<file path="config.mk">
export PLATFORM = sky130hd
export DESIGN_NAME = fifo_wr_arbiter
export DESIGN_NICKNAME = d
export VERILOG_FILES = /design/src/rtl/fifo_wr_arbiter.sv
export SDC_FILE = /design/constraint.sdc
export NUM_CORES = 1
export LEC_CHECK = 0
export ABC_AREA = 0
export BUFFER_PORTS_ARGS = -buffer_cell sky130_fd_sc_hd__buf_4
export CORE_ASPECT_RATIO = 1.5
export CORE_MARGIN = 4
export CORE_UTILIZATION = 40
export DETAILED_ROUTE_END_ITERATION = 10
export PLACE_DENSITY = 0.76
export SYNTH_ARGS = -nofsm -noshare
export SYNTH_HDL_FRONTEND = slang
export SYNTH_SLANG_ARGS = --single-unit
</file>
<file path="constraint.sdc">
create_clock -name clk -period 2.2 [get_ports clk]
set_clock_uncertainty 0.15 [all_clocks]
set_input_delay 0.66 -clock clk [delete_from_list [all_inputs] [get_ports clk]]
set_output_delay 0.66 -clock clk [all_outputs]
set_load 0.05 [all_outputs]
</file>
<file path="src/rtl/fifo_wr_arbiter.sv">
// rtl/fifo_wr_arbiter.sv - round-robin, packet-locked arbiter for the async FIFO write port
//
// Purpose: lets NUM_REQ packet sources share one FIFO write port. A grant is held
// for a whole packet so packets never interleave; every beat is gated by fifo_full.
//
// Ports:
//   clk, rst         write-side clock, synchronous active-high reset
//   req_valid/last   per-requester beat valid and end-of-packet marker
//   req_data         packed beats, requester i at [i*DATA_WIDTH +: DATA_WIDTH]
//   req_ready        per-requester beat accepted (only the granted source)
//   fifo_full        FIFO full flag
//   fifo_w_en/data   FIFO write strobe and data
//   busy, grant_id   grant held / current or last granted requester
//   pkt_done/len     one-cycle completion pulse with packet length
//   pkt_oversize     sticky: some packet was longer than MAX_PKT beats

module fifo_wr_arbiter #(
   parameter int NUM_REQ    = 4,
   parameter int DATA_WIDTH = 8,
   parameter int MAX_PKT    = 16,
   localparam int IW        = $clog2(NUM_REQ),
   localparam int LW        = $clog2(MAX_PKT + 1) + 1
) (
   input  logic                          clk,
   input  logic                          rst,
   input  logic [NUM_REQ-1:0]            req_valid,
   input  logic [NUM_REQ-1:0]            req_last,
   input  logic [NUM_REQ*DATA_WIDTH-1:0] req_data,
   output logic [NUM_REQ-1:0]            req_ready,
   input  logic                          fifo_full,
   output logic                          fifo_w_en,
   output logic [DATA_WIDTH-1:0]         fifo_w_data,
   output logic                          busy,
   output logic [IW-1:0]                 grant_id,
   output logic                          pkt_done,
   output logic [LW-1:0]                 pkt_len,
   output logic                          pkt_oversize
);

   typedef enum logic {S_IDLE, S_GRANT} state_t;

   state_t          state_q;
   logic [IW-1:0]   rr_ptr_q;
   logic [IW-1:0]   grant_id_q;
   logic [LW-1:0]   beat_cnt_q;
   logic [LW-1:0]   beat_cnt_d;
   logic            pkt_done_q;
   logic [LW-1:0]   pkt_len_q;
   logic            oversize_q;

   logic [IW-1:0]   arb_pick;
   logic            arb_found;
   logic            g_valid;
   logic            g_last;

   // Round-robin search starting just after rr_ptr. Descending loops leave the
   // lowest matching index; the second pass (indices above rr_ptr) overrides the
   // wrapped-around first pass, giving rr_ptr+1, rr_ptr+2, ... modulo NUM_REQ.
   always_comb begin
      arb_found = 1'b0;
      arb_pick  = '0;
      for (int i = NUM_REQ - 1; i >= 0; i--) begin
         if (req_valid[i] && (IW'(i) <= rr_ptr_q)) begin
            arb_found = 1'b1;
            arb_pick  = IW'(i);
         end
      end
      for (int i = NUM_REQ - 1; i >= 0; i--) begin
         if (req_valid[i] && (IW'(i) > rr_ptr_q)) begin
            arb_found = 1'b1;
            arb_pick  = IW'(i);
         end
      end
   end

   // Beat path: mux the granted requester onto the FIFO port.
   always_comb begin
      g_valid     = 1'b0;
      g_last      = 1'b0;
      req_ready   = '0;
      fifo_w_data = req_data[DATA_WIDTH-1:0];
      for (int i = 0; i < NUM_REQ; i++) begin
         if (grant_id_q == IW'(i)) begin
            g_valid      = req_valid[i];
            g_last       = req_last[i];
            fifo_w_data  = req_data[i*DATA_WIDTH +: DATA_WIDTH];
            req_ready[i] = (state_q == S_GRANT) && !fifo_full;
         end
      end
      fifo_w_en = (state_q == S_GRANT) && g_valid && !fifo_full;
   end

   // Saturating count including the beat currently transferring.
   assign beat_cnt_d = (&beat_cnt_q) ? beat_cnt_q : beat_cnt_q + 1'b1;

   always_ff @(posedge clk) begin
      if (rst) begin
         state_q    <= S_IDLE;
         rr_ptr_q   <= IW'(NUM_REQ - 1);
         grant_id_q <= '0;
         beat_cnt_q <= '0;
         pkt_done_q <= 1'b0;
         pkt_len_q  <= '0;
         oversize_q <= 1'b0;
      end else begin
         pkt_done_q <= 1'b0;
         case (state_q)
            S_IDLE: begin
               if (arb_found) begin
                  grant_id_q <= arb_pick;
                  state_q    <= S_GRANT;
               end
            end
            S_GRANT: begin
               if (fifo_w_en) begin
                  if (beat_cnt_d > LW'(MAX_PKT)) begin
                     oversize_q <= 1'b1;
                  end
                  if (g_last) begin
                     // Granted source drops to lowest priority for the next round.
                     pkt_done_q <= 1'b1;
                     pkt_len_q  <= beat_cnt_d;
                     rr_ptr_q   <= grant_id_q;
                     beat_cnt_q <= '0;
                     state_q    <= S_IDLE;
                  end else begin
                     beat_cnt_q <= beat_cnt_d;
                  end
               end
            end
            default: state_q <= S_IDLE;
         endcase
      end
   end

   assign busy         = (state_q == S_GRANT);
   assign grant_id     = grant_id_q;
   assign pkt_done     = pkt_done_q;
   assign pkt_len      = pkt_len_q;
   assign pkt_oversize = oversize_q;

endmodule

</file>
==> impl_metrics.py <==
metrics = {
    "outcome": {
        "status": "finished, violations left",
        "violations": "setup timing",
    },
    "die": {
        "die_area_sq_um": 4023,
        "start_util": 0.4197,
        "num_rows": 24,
        "coreArea_sq_um": 2913,
        "dieWidth_um": 53.14,
        "ios": 67,
        "die_h_um": 75.71,
    },
    "yosys": {
        "synth-simple-area-share": 0.1730,
        "synth_cell_types": 40,
        "synth_top_family_by_area": "compound AO/OA/AOI/OAI gates",
        "synth.area.mux_share": 0.1822,
        "syn_area_per_cell_sq_um": 9.625,
        "yosysMostFrequentCell": "dfxtp_1",
        "synthArstFlopShare": 0,
        "synth_edf_count": 0,
        "synth-xor-area-share": 0.007165,
        "synth-adder-area-share": 0.01024,
        "syn_inst": 127,
        "yosys.area.top_type": "dfxtp_1",
        "synth-compound-area-share": 0.2538,
        "netlist_area_sq_um": 1222,
        "syn-num-nets": 171,
        "ys.flop_type": "dfxtp_1",
        "ys_seq_elements": 19,
        "yosysWarnings": 0,
        "ys_top_cells_by_area": "dfxtp_1, mux4_2, a21oi_1",
        "yosys-top-cells-count": "dfxtp_1, nor2_1, a21oi_1, mux4_2, o21ai_0",
        "seq_area_frac_synth": 0.3112,
        "synth_top_area_share": 0.3112,
    },
    "timing": {
        "hold_slack_ns": 0.3130,
        "fin_tns_setup_ns": -1.159,
        "setup_violations": 11,
        "timing.fmax_ghz": 0.4272,
        "rsz0062_at_grt": "yes",
        "slew_violations": 0,
        "period_needed_ns": 2.341,
        "final_hold_viol_count": 0,
        "min_period_over_period": 1.064,
        "max_slew_margin": 0.7159,
        "worst_pin_slew_ns": 0.4222,
        "timing.final.ws_setup_ns": -0.1406,
    },
    "clocking": {
        "cts_buffer_depth": 2,
        "worstSkewPairLatency_ns": 0.25,
        "clock_sinks": 19,
        "cts-root-buf": "clkbuf_8",
        "cts_htree_levels": 1,
        "clk_transition_reported_paths_ns": 0.07,
        "postCtsHoldBufs": 0,
        "cts_tree": "built",
        "cts-buffers-inserted": 3,
    },
    "cells_and_area": {
        "fillCellCount": 215,
        "layout.nets": 250,
        "final_cells": 244,
        "syn_to_final_growth_pct": 63.05,
        "drive_gt1_frac": 0.5366,
        "n_antenna_cell": 0,
    },
    "global_routing": {
        "grt_overflow": 0,
        "grt_start_max_net_pins": 18,
        "grt_pass1_vias": 1356,
        "track_usage": 0.1917,
        "grt_pass1_wl_mm": 5.816,
        "antenna_found_initial": 0,
    },
    "detailed_routing": {
        "wl_per_cell_um": 16.22,
        "drt_iter0_drc": 31,
        "drt_wl_total_mm": 3.958,
        "first_pass_iters": 4,
        "vias_per_cell": 5.656,
        "num_vias": 1380,
        "ant_nets": 0,
        "drcViolationCount": 0,
    },
    "critical_path": {
        "reg2reg_slack_ns": 0.22,
        "crit_path_end_kind": "primary output",
        "cp.required_ns": 1.39,
        "worstPathMaxFanout": 2,
        "critPathKind": "primary input to primary output",
        "start_kind": "primary input",
        "crit_arrival_ns": 1.53,
    },
    "power": {
        "power.density_nw_per_um2": 503.2,
        "ir_drop_v": 0.0005016,
        "power_leakage_uw": 0.0008431,
        "report.power.total_uw": 1003,
    },
    "placed_design": {
        "place_hpwl_mm": 3.038,
        "portBuffers": 66,
        "pre_cts_ws_ns": -0.1930,
        "gp_congestion": 0.9561,
        "dp.cells": 235,
    },
    "job": {
        "drv_cap": 0,
    },
    "worst_hold_path": {
        "hp-class": "register to register",
    },
}
cells in the final DEF, fill, tap and decap left out, drive strengths merged, types with 2 or more instances in the layout:
master / count
a211oi: 3
a21oi: 12
a311oi: 2
and3: 3
buf: 82
clkbuf: 4
dfxtp: 19
inv: 6
mux2i: 2
mux4: 9
nand2: 5
nand3: 4
nand3b: 3
nor2: 14
nor2b: 2
o21ai: 8
o22a: 3
o2bb2ai: 4
o32ai: 2
or3b: 2
critical path: stages:
cell and delay, ns:
buf_6 0.09, or3b_4 0.38, buf_6 0.14, nor2_4 0.11
buf_8 0.15
area by class of cell:
cell class	instances	area, sq um	area share
timing repair buffer	82	683.2	0.3427
sequential	19	389.1	0.1952
clock buffer	4	45.04	0.02260
multi-input combinational	93	795.8	0.3992
tap	39	48.80	0.02448
inverter	7	31.28	0.01569
through the flow:
stage / utilization / cell area [sq um]
3_5_place_dp: 0.6280 / 1829
5_1_grt: 0.6843 / 1993
2_1_floorplan: - / 1256
4_1_cts: 0.6723 / 1958
6_report: 0.6843 / 1993
3_3_place_gp: 0.6280 / 1829
cell families after synthesis:
logic type / Yosys count
flip-flops: 19
AO/OA/AOI/OAI: 42
adder cells (fa/ha/maj): 1
buffers and inverters: 15
XOR/XNOR: 1
AND/OR/NAND/NOR: 38
multiplexers: 11
final timing paths:
check / depth (start not counted) / endpoint / from
max: 5 / req_ready[0] / fifo_full
min: 1 / pkt_len[4] / pkt_len[4]
max reg2reg: 7 / rr_ptr_q[1] / grant_id[1]
min reg2reg: 1 / pkt_len[4] / pkt_len[4]
layer usage:
layer	track usage	part of all wire
met1	0.1904	0.37
met2	0.3743	0.49
met3	0.05284	0.13
met4	0.05966	0.013
met5	0	0
registers in the layout, indices dropped and copies added (netlist names):
signal	flops
busy	1
pkt_len	6
pkt_done	1
rr_ptr_q	2
pkt_oversize	1
grant_id	2
beat_cnt_q	6
what timing repair did:
item,in CTS,in global routing
pin swaps,1,0
hold endpoints to repair,0,0
gates resized for setup,17,5
buffers inserted,3,2
endpoints found under the setup margin,13,13
report_power, final:
part | switching (uW) | internal (uW) | leakage (uW)
logic | 205 | 189 | 0.000665
registers | 17.9 | 355 | 0.000156
clock network | 107 | 129 | 0.0000228
total | 331 | 672 | 0.000843
Note: power is estimated with default switching activity, not from simulation.
